$ cat src/rtl/spi_queue_pkg.sv
// Shared types for the SPI byte queue: FSM states and TX entry layout.
// Optional RX path is enabled by SPI_BYTE_QUEUE_RX_EN.
package spi_queue_pkg;

  typedef enum logic [1:0] {
    S_IDLE,
    S_START,
    S_BUSY
  } state_t;

  localparam int ENTRY_W = 11;
  localparam int CAP_BIT = 10;
  localparam int END_BIT = 9;
  localparam int DC_BIT  = 8;

endpackage

$ cat src/rtl/sync_fifo.sv
// Synchronous FIFO with extra-MSB pointers, flush, and level output.
// A push into a full FIFO succeeds only when a pop happens in the same cycle.
module sync_fifo #(
  parameter int WIDTH = 8,
  parameter int DEPTH = 4
) (
  input  logic                     clk,
  input  logic                     rstn,
  input  logic                     flush,
  input  logic                     push,
  input  logic [WIDTH-1:0]         wdata,
  input  logic                     pop,
  output logic [WIDTH-1:0]         rdata,
  output logic                     full,
  output logic                     empty,
  output logic [$clog2(DEPTH):0]   level
);

  localparam int AW = $clog2(DEPTH);

  logic [WIDTH-1:0] mem [DEPTH];
  logic [AW:0]      wptr;
  logic [AW:0]      rptr;
  logic             do_push;
  logic             do_pop;

  assign empty = (wptr == rptr);
  assign full  = (wptr[AW] != rptr[AW])
              && (wptr[AW-1:0] == rptr[AW-1:0]);
  assign level = wptr - rptr;
  assign rdata = mem[rptr[AW-1:0]];

  assign do_pop  = pop && !empty && !flush;
  assign do_push = push && !flush && (!full || do_pop);

  always_ff @(posedge clk) begin
    if (!rstn) begin
      wptr <= '0;
      rptr <= '0;
    end else if (flush) begin
      wptr <= '0;
      rptr <= '0;
    end else begin
      if (do_push) wptr <= wptr + 1'b1;
      if (do_pop)  rptr <= rptr + 1'b1;
    end
  end

  always_ff @(posedge clk) begin
    if (do_push) mem[wptr[AW-1:0]] <= wdata;
  end

endmodule

$ cat src/rtl/spi_byte_queue.sv
// TX/RX byte queue feeding an SPI byte controller with start/busy handshake.
// Define SPI_BYTE_QUEUE_RX_EN to build the receive FIFO and capture path.
module spi_byte_queue
  import spi_queue_pkg::*;
#(
  parameter int DEPTH = 4
) (
  input  logic                   clk,
  input  logic                   rstn,
  input  logic                   wr_valid,
  input  logic [7:0]             wr_data,
  input  logic                   wr_dc,
  input  logic                   wr_end_txn,
  input  logic                   wr_capture,
  output logic                   wr_ready,
  input  logic                   flush,
  output logic [$clog2(DEPTH):0] tx_level,
  output logic                   idle,
  output logic                   rx_valid,
  output logic [7:0]             rx_data,
  input  logic                   rx_pop,
  output logic                   rx_overflow,
  input  logic                   clear_overflow,
  output logic                   ctrl_start,
  output logic [7:0]             ctrl_data,
  output logic                   ctrl_dc,
  output logic                   ctrl_end_txn,
  input  logic                   ctrl_busy,
  input  logic [7:0]             ctrl_data_out
);

  state_t state;
  state_t state_n;

  logic               tx_full;
  logic               tx_empty;
  logic               tx_push;
  logic               tx_pop;
  logic               finish;
  logic [ENTRY_W-1:0] tx_wdata;
  logic [ENTRY_W-1:0] tx_rdata;

  assign tx_wdata = {wr_capture, wr_end_txn, wr_dc, wr_data};
  assign tx_push  = wr_valid && !tx_full && !flush;
  assign wr_ready = !tx_full;
  assign idle     = tx_empty && (state == S_IDLE) && !ctrl_busy;

  sync_fifo #(
    .WIDTH(ENTRY_W),
    .DEPTH(DEPTH)
  ) u_tx (
    .clk   (clk),
    .rstn  (rstn),
    .flush (flush),
    .push  (tx_push),
    .wdata (tx_wdata),
    .pop   (tx_pop),
    .rdata (tx_rdata),
    .full  (tx_full),
    .empty (tx_empty),
    .level (tx_level)
  );

  always_ff @(posedge clk) begin
    if (!rstn) state <= S_IDLE;
    else       state <= state_n;
  end

  // A flush in the issue cycle wins: the head is discarded, not sent.
  always_comb begin
    state_n = state;
    tx_pop  = 1'b0;
    finish  = 1'b0;
    unique case (state)
      S_IDLE: begin
        if (!tx_empty && !ctrl_busy && !flush) begin
          tx_pop  = 1'b1;
          state_n = S_START;
        end
      end
      S_START: state_n = S_BUSY;
      S_BUSY: begin
        if (!ctrl_busy) begin
          finish  = 1'b1;
          state_n = S_IDLE;
        end
      end
      default: state_n = S_IDLE;
    endcase
  end

  always_ff @(posedge clk) begin
    if (!rstn) begin
      ctrl_start   <= 1'b0;
      ctrl_data    <= 8'h00;
      ctrl_dc      <= 1'b0;
      ctrl_end_txn <= 1'b1;
    end else begin
      ctrl_start <= tx_pop;
      if (tx_pop) begin
        ctrl_data    <= tx_rdata[7:0];
        ctrl_dc      <= tx_rdata[DC_BIT];
        ctrl_end_txn <= tx_rdata[END_BIT];
      end
    end
  end

`ifdef SPI_BYTE_QUEUE_RX_EN
  logic                   cap_pend;
  logic                   rx_wr;
  logic [7:0]             rx_wr_data;
  logic                   rx_full;
  logic                   rx_empty;
  logic [7:0]             rx_head;
  logic [$clog2(DEPTH):0] rx_level_unused;

  // Received byte is staged one cycle before entering the RX FIFO.
  always_ff @(posedge clk) begin
    if (!rstn) begin
      cap_pend    <= 1'b0;
      rx_wr       <= 1'b0;
      rx_wr_data  <= 8'h00;
      rx_overflow <= 1'b0;
    end else begin
      if (tx_pop) cap_pend <= tx_rdata[CAP_BIT];
      rx_wr <= finish && cap_pend;
      if (finish) rx_wr_data <= ctrl_data_out;
      if (rx_wr && rx_full && !rx_pop) rx_overflow <= 1'b1;
      else if (clear_overflow)         rx_overflow <= 1'b0;
    end
  end

  sync_fifo #(
    .WIDTH(8),
    .DEPTH(DEPTH)
  ) u_rx (
    .clk   (clk),
    .rstn  (rstn),
    .flush (1'b0),
    .push  (rx_wr),
    .wdata (rx_wr_data),
    .pop   (rx_pop),
    .rdata (rx_head),
    .full  (rx_full),
    .empty (rx_empty),
    .level (rx_level_unused)
  );

  assign rx_valid = !rx_empty;
  assign rx_data  = rx_empty ? 8'h00 : rx_head;
`else
  logic unused_rx;

  assign unused_rx   = ^{tx_rdata[CAP_BIT], rx_pop, clear_overflow,
                         ctrl_data_out, finish};
  assign rx_valid    = 1'b0;
  assign rx_data     = 8'h00;
  assign rx_overflow = 1'b0;
`endif

endmodule

$ cat config.mk
export PLATFORM = sky130hd
export DESIGN_NAME = spi_byte_queue
export DESIGN_NICKNAME = d
export VERILOG_FILES = /design/src/rtl/spi_queue_pkg.sv /design/src/rtl/sync_fifo.sv /design/src/rtl/spi_byte_queue.sv
export SDC_FILE = /design/constraint.sdc
export NUM_CORES = 1
export LEC_CHECK = 0
export CAP_MARGIN = 10
export CORE_MARGIN = 2
export CORE_UTILIZATION = 51
export CTS_CLUSTER_SIZE = 40
export DETAILED_ROUTE_END_ITERATION = 10
export PLACE_DENSITY = 0.79
export SYNTH_ARGS = -nofsm -noshare
export SYNTH_HDL_FRONTEND = slang
export SYNTH_SLANG_ARGS = --single-unit
$ cat constraint.sdc
create_clock -name clk -period 3.4 [get_ports clk]
set_input_delay 0.34 -clock clk [delete_from_list [all_inputs] [get_ports clk]]
set_output_delay 0.34 -clock clk [all_outputs]
set_load 0.01 [all_outputs]
==> results.yml, run 1 <==
floorplanning:
  start_util_pct: 54.03
  io_pins: 52
  coreArea_sq_mm: 0.004817
  die_area_sq_mm: 0.005690
  rows: 25
  die_x_um: 75.44
  die_h_um: 75.44
grt:
  grt_pass1_vias: 1494
  antenna_found_initial: 0
  grt_max_degree: 33
  grt_pass1_wl_um: 7238
  overflow: 0
  grt_usage_pct: 18.24
final_layout:
  stdcell_area_sq_mm: 0.003102
  nNetsFinal: 256
  final_cell_mix: "edfxtp_1, clkdlybuf4s50_1, dfxtp_1"
  area_growth_pct: 19.18
  antennaDiodeCount: 0
  n_fill_cell: 366
  multi_input_area_sq_um: 893.4
  final_layout_size_suffix_gt1_share_pct: 14.54
  mostFrequentLayoutCell: "edfxtp_1"
  layout.area.seq_sq_mm: 0.001582
power_and_ir_drop:
  p_int_w: 0.001104
  p_sw_share_pct: 21.49
  p_sw_w: 0.0003021
  peakVddDrop_v: 0.0003135
  powerDensity_mw_per_mm2: 453.2
  p_leak_nw: 1.098
  clockPowerShare_pct: 37.6
  p_seq_share_pct: 55.9
  power_frac_comb_pct: 6.5
min_path:
  min_path_type: "reg -> reg"
clock_network:
  clockBufferDepth: 2
  clk_latency_ps: 330
  cts_tree: "done"
  clkTransAtPathRegs_ps: 60
  post_cts_buffers: 0
  cts_buffers: 9
  cts.sinks: 59
  hold_buffers: 0
  ctsResizeCount: 0
  root_buffer: "clkbuf_8"
  htreeDepth: 3
sta:
  final.min_clock_period_ps: 2800
  max_freq_ghz: 0.3572
  tightest_slew_ps: 806.4
  setup_viol: 0
  maxSlewHeadroom_pct: 46.13
  tns_ps: 0
  fin_skew_ps: 7.521
  grt_setup_unrepaired: "no"
  finalCritPeriodShare_pct: 82.34
  hold_viol_final: 0
  slew_viol_final: 0
synthesis:
  yosysUniqueCellTypes: 31
  syn-instance-count: 187
  synth_top_family_by_area: "simple AND/OR/NAND/NOR gates"
  synthAdderAreaFrac_pct: 4.135
  postSynthAreaPerCell_sq_um: 13.92
  synth_compound_area_share_pct: 5.288
  synth-simple-area-share_pct: 11.49
  synth_seq_cells: 59
  ys_seq_area_share_pct: 60.77
  synthXorXnorAreaFrac_pct: 1.010
  yosys_warnings: 0
  syn-cell-area_sq_mm: 0.002602
  synth_mux_area_share_pct: 10.96
critical_path:
  worstSetupStartpointType: "flip-flop"
  required_ps: 3060
  critPathArrivalTime_ps: 2460
  cp_max_fo: 14
  critPathKind: "reg -> out"
  end_kind: "output port"
place:
  port_buffers: 30
  detailed_place_hpwl_um: 3080
  place_congestion: 0.7911
  post_dp_cell_area_sq_mm: 0.002938
routing:
  wirelength_um: 4571
  dr_total_vias: 1606
  drt_first_iter_violations: 105
  wl_per_cell_um: 15.55
  viasPerCell: 5.463
  drcViolationCount: 0
  ant_nets: 0
  dr.pass1.iters: 4
flow_run:
  drv_cap: 0
run_status:
  outcome: "finished clean"
==> metal layers <==
metal / GRT usage, % / part of all wire [%]
met4: 11.70 / 2.2
met3: 4.894 / 7.6
met1: 23.75 / 43
met5: 0 / 0
met2: 27.15 / 47
==> logic make-up after synthesis <==
| kind of cell | after synthesis |
|---|---|
| mux | 16 |
| xor+xnor | 3 |
| simple gates | 55 |
| compound gates | 16 |
| other cells | 1 |
| buf+inv | 29 |
| flops | 59 |
| fa+ha+maj | 8 |
==> worst max-delay path: stages (launching register included) <==
cell             delay (ps)
dfxtp_1                 310
buf_4                   230
inv_1                    70
ha_1                    300
and2_2                  330
nand2_1                  90
nor4_1                  220
clkdlybuf4s50_1         590
==> area by class of cell <==
type | instances | share of cell area (%)
flip-flops and latches | 59 | 50.99
inverters | 7 | 0.8471
repair buffers | 37 | 11.38
multi-input cells | 108 | 28.80
clock inverters | 3 | 0.4841
clock buffers | 13 | 4.800
well taps | 67 | 2.703
==> cell usage after synthesis <==
library cell  instances  area share (%)
inv_1                 7             1.0
and2_2                1            0.29
conb_1                1            0.14
or4_4                 1            0.43
buf_6                 1            0.43
a211oi_1              1            0.29
xor2_1                1            0.34
edfxtp_1             40              46
a21oi_1               1            0.19
buf_2                 3            0.58
a21boi_1              1            0.29
o211ai_1              3            0.87
nor4_1                2            0.48
dfxtp_1              19              15
fa_1                  1            0.77
nand3_1              18             3.5
mux2i_1               6             2.3
nand2b_1              5             1.2
ha_1                  7             3.4
a21oi_4               1            0.63
buf_1                 1            0.14
and2_1                5             1.2
nand2_1              12             1.7
xnor2_1               2            0.67
clkbuf_1              6            0.87
nand3b_1              1            0.29
nand4_1               9             2.2
mux4_2               10             8.7
buf_4                11             3.2
o2111ai_1             9             3.0
nor2b_1               1            0.24
==> power groups by stage <==
| stage | Clock [W] | Combinational, W | Sequential, W |
|---|---|---|---|
| finish | 0.000528 | 0.0000915 | 0.000786 |
| global route | 0.000580 | 0.000101 | 0.000787 |
| CTS | 0.000547 | 0.0000922 | 0.000786 |
| detailed placement | 0 | 0.0000916 | 0.000801 |
| global placement | 0 | 0.0000883 | 0.000800 |
| floorplan | 0 | 0.0000529 | 0.000803 |
==> registers in the layout (all words and copies together) (netlist names) <==
signal / flops
u_tx.wptr: 3
state: 2
ctrl_data: 8
u_tx.mem: 40
ctrl_dc: 1
ctrl_start: 1
ctrl_end_txn: 1
u_tx.rptr: 3
==> through the flow <==
| step | power, W | setup slack, ps | utilization (%) | instances | hold WS, ps |
|---|---|---|---|---|---|
| global placement | 0.0008886 | 923.3 | 60.99 | 278 | 482.3 |
| global route | 0.001468 | 447.7 | 64.39 | 294 | 512.5 |
| CTS | 0.001425 | 576.5 | 64.39 | 294 | 501.6 |
| finish | 0.001406 | 600.5 | 64.39 | 294 | 494.9 |
| detailed placement | 0.0008930 | 828.8 | 60.99 | 278 | 492.2 |
| floorplan | 0.0008558 | 671.2 | - | 196 | 438.9 |
==> path summary, 6_finish.rpt <==
check | depth (start not counted) | slack [ps] | end | startpoint
worst max-delay path | 7 | 600 | idle | u_tx.rptr[1]
worst min-delay path | 2 | 490 | ctrl_end_txn | ctrl_end_txn
worst max register to register | 6 | 830 | u_tx.mem[0][0] | u_tx.rptr[1]
worst min register to register | 2 | 490 | ctrl_end_txn | ctrl_end_txn
Note: power is estimated with default switching activity, not from simulation.
==> run 2: changes to the inputs <==
--- a/config.mk
+++ b/config.mk
@@ -7,10 +7,10 @@
 export LEC_CHECK = 0
 export CAP_MARGIN = 10
 export CORE_MARGIN = 2
-export CORE_UTILIZATION = 51
+export CORE_UTILIZATION = 46
 export CTS_CLUSTER_SIZE = 40
 export DETAILED_ROUTE_END_ITERATION = 10
-export PLACE_DENSITY = 0.79
+export PLACE_DENSITY = 0.75
 export SYNTH_ARGS = -nofsm -noshare
 export SYNTH_HDL_FRONTEND = slang
 export SYNTH_SLANG_ARGS = --single-unit
==> constraint.sdc (replaced) <==
create_clock -name clk -period 2.3 [get_ports clk]
set_input_delay 0.23 -clock clk [delete_from_list [all_inputs] [get_ports clk]]
set_output_delay 0.23 -clock clk [all_outputs]
set_load 0.01 [all_outputs]
==> results.yml, run 2 (same netlist as run 1, synthesis figures left out) <==
run_status:
  outcome: "finished clean"
routing:
  drt_first_iter_violations: 49
  ant_nets: 0
  drcViolationCount: 0
  dr_total_vias: 1577
  wirelength_um: 4367
  wl_per_cell_um: 14.46
  dr.pass1.iters: 4
  viasPerCell: 5.222
critical_path:
  cp-startpoint: "u_tx.wptr[0]"
  critPathKind: "reg -> out"
  worst-path-buf-inv: 3
  cpPeakStageDelay_ps: 350
  worstSetupStartpointType: "flip-flop"
  worst_path_max_delay_cell: "dfxtp_2"
  crit_path_cell_trace: "inv_1, ha_1, and2_2, buf_4, nand2_1, dlygate4sd2_1"
  cp_max_fo: 11
  timing.rr.start: "u_tx.wptr[0]"
  ff2ff_setup_slack_ps: 350
  r2r_cells: 5
  critPathArrivalTime_ps: 1850
  crit_family: "buffers and inverters"
  required_ps: 2070
  end_kind: "output port"
  r2r-end: "u_tx.mem[1][8]"
clock_network:
  ctsResizeCount: 5
  cts_tree: "done"
  cts.sinks: 59
  root_buffer: "clkbuf_8"
  htreeDepth: 3
  clkTransAtPathRegs_ps: 60
  cts_buffers: 9
  hold_buffers: 0
  clockBufferDepth: 2
  post_cts_buffers: 0
  clk_latency_ps: 330
floorplanning:
  start_util_pct: 47.55
  die_h_um: 79.22
  io_pins: 52
  die_area_sq_mm: 0.006275
  coreArea_sq_mm: 0.005473
  rows: 27
  die_x_um: 79.22
final_layout:
  n_fill_cell: 446
  final_cell_mix: "edfxtp_1, clkdlybuf4s50_1, nand3_1"
  multi_input_area_sq_um: 902.1
  largest_reg_flops: 40
  nNetsFinal: 259
  final_layout_size_suffix_gt1_share_pct: 17.83
  antennaDiodeCount: 0
  area_growth_pct: 22.36
  instances_no_fill: 302
  layout.area.seq_sq_mm: 0.001584
  mostFrequentLayoutCell: "edfxtp_1"
sta:
  setup_viol: 0
  grt_setup_unrepaired: "no"
  slew_viol_final: 0
  final.min_clock_period_ps: 2075
  fin_skew_ps: 4.602
  max_freq_ghz: 0.4818
  finalCritPeriodShare_pct: 90.24
  hold_viol_final: 0
  setup_ws_ps: 224.6
place:
  port_buffers: 30
  place_congestion: 0.7448
  detailed_place_hpwl_um: 3025
  dp_slack_ps: 246.1
  dp.cells: 286
power_and_ir_drop:
  powerDensity_mw_per_mm2: 717.4
  p_leak_nw: 1.154
  peakVddDrop_v: 0.0004194
grt:
  grt_max_degree: 32
  antenna_found_initial: 0
  grt_usage_pct: 16.41
  overflow: 0
  grt_pass1_vias: 1600
  grt_pass1_wl_um: 7521
min_path:
  min_path_type: "reg -> reg"
  min_from: "u_tx.wptr[0]"
  hold_depth: 2
  hold-path-endpoint: "u_tx.wptr[0]"
flow_run:
  drv_cap: 0
==> run 2: changes by cell type in the layout (fill, tap and decap cells not counted), moves of 3 or more <==
cell	delta
buf_4	+3
clkinv_2	-3
and2_2	+3
clkinv_1	+3
and2_1	-3
dlygate4sd2_1	+3
clkdlybuf4s50_1	-4
==> run 2: cell type report <==
| class | instances | share of cell area (%) |
|---|---|---|
| flip-flops and latches | 59 | 49.74 |
| repair buffers | 40 | 11.75 |
| clock inverters | 6 | 2.515 |
| clock buffers | 10 | 4.008 |
| inverters | 7 | 0.8251 |
| well taps | 72 | 2.829 |
| multi-input cells | 108 | 28.33 |
==> run 2: report_power, final <==
group / internal, W / switching (W) / total (W)
Combinational: 0.0000660 / 0.0000705 / 0.000137
Clock: 0.000601 / 0.000386 / 0.000987
Sequential: 0.00115 / 0.00000893 / 0.00116
Total: 0.00182 / 0.000465 / 0.00228
==> run 2: per-stage QoR <==
step / instance area, sq um / util [%] / total power [W] / hold WS [ps] / setup TNS (ps)
detailed placement: 2975 / 54.37 / 0.001323 / 489.1 / 0
finish: 3184 / 58.18 / 0.002285 / 488.3 / 0
CTS: 3182 / 58.14 / 0.002316 / 490.6 / 0
global route: 3184 / 58.18 / 0.002388 / 515.9 / 0
global placement: 2975 / 54.37 / 0.001319 / 480.8 / 0
floorplan: 2645 / - / 0.001266 / 328.9 / -420.8
==> run 2: how the worst max path moves through the flow <==
stage,slack [ps],to,depth (start not counted)
final,220,wr_ready,6
after global routing,6,idle,6
after CTS,50,tx_level[1],5
after detailed placement,250,idle,6
after global placement,250,idle,6
after floorplan,-40,u_tx.mem[3][0],5
==> run 2: per-layer routing <==
layer	global-route usage [%]	vias up	wire length, um
met1	19.92	754	1955
met2	25.85	49	2083
met5	0	-	0
met4	9.310	0	95
li1	-	764	-
met3	5.227	10	232
==> run 2: worst min-delay path: stages (launching register included) <==
cell and delay (ps):
dfxtp_2 330, nand2_1 60, mux2i_1 50
==> run 3: changes to the inputs <==
--- a/config.mk
+++ b/config.mk
@@ -5,7 +5,7 @@
 export SDC_FILE = /design/constraint.sdc
 export NUM_CORES = 1
 export LEC_CHECK = 0
-export CAP_MARGIN = 10
+export CAP_MARGIN = 20
 export CORE_MARGIN = 2
 export CORE_UTILIZATION = 46
 export CTS_CLUSTER_SIZE = 40
==> results of run 3 <==
Same layout as run 2: the final DEF is identical, and so are final timing and power.
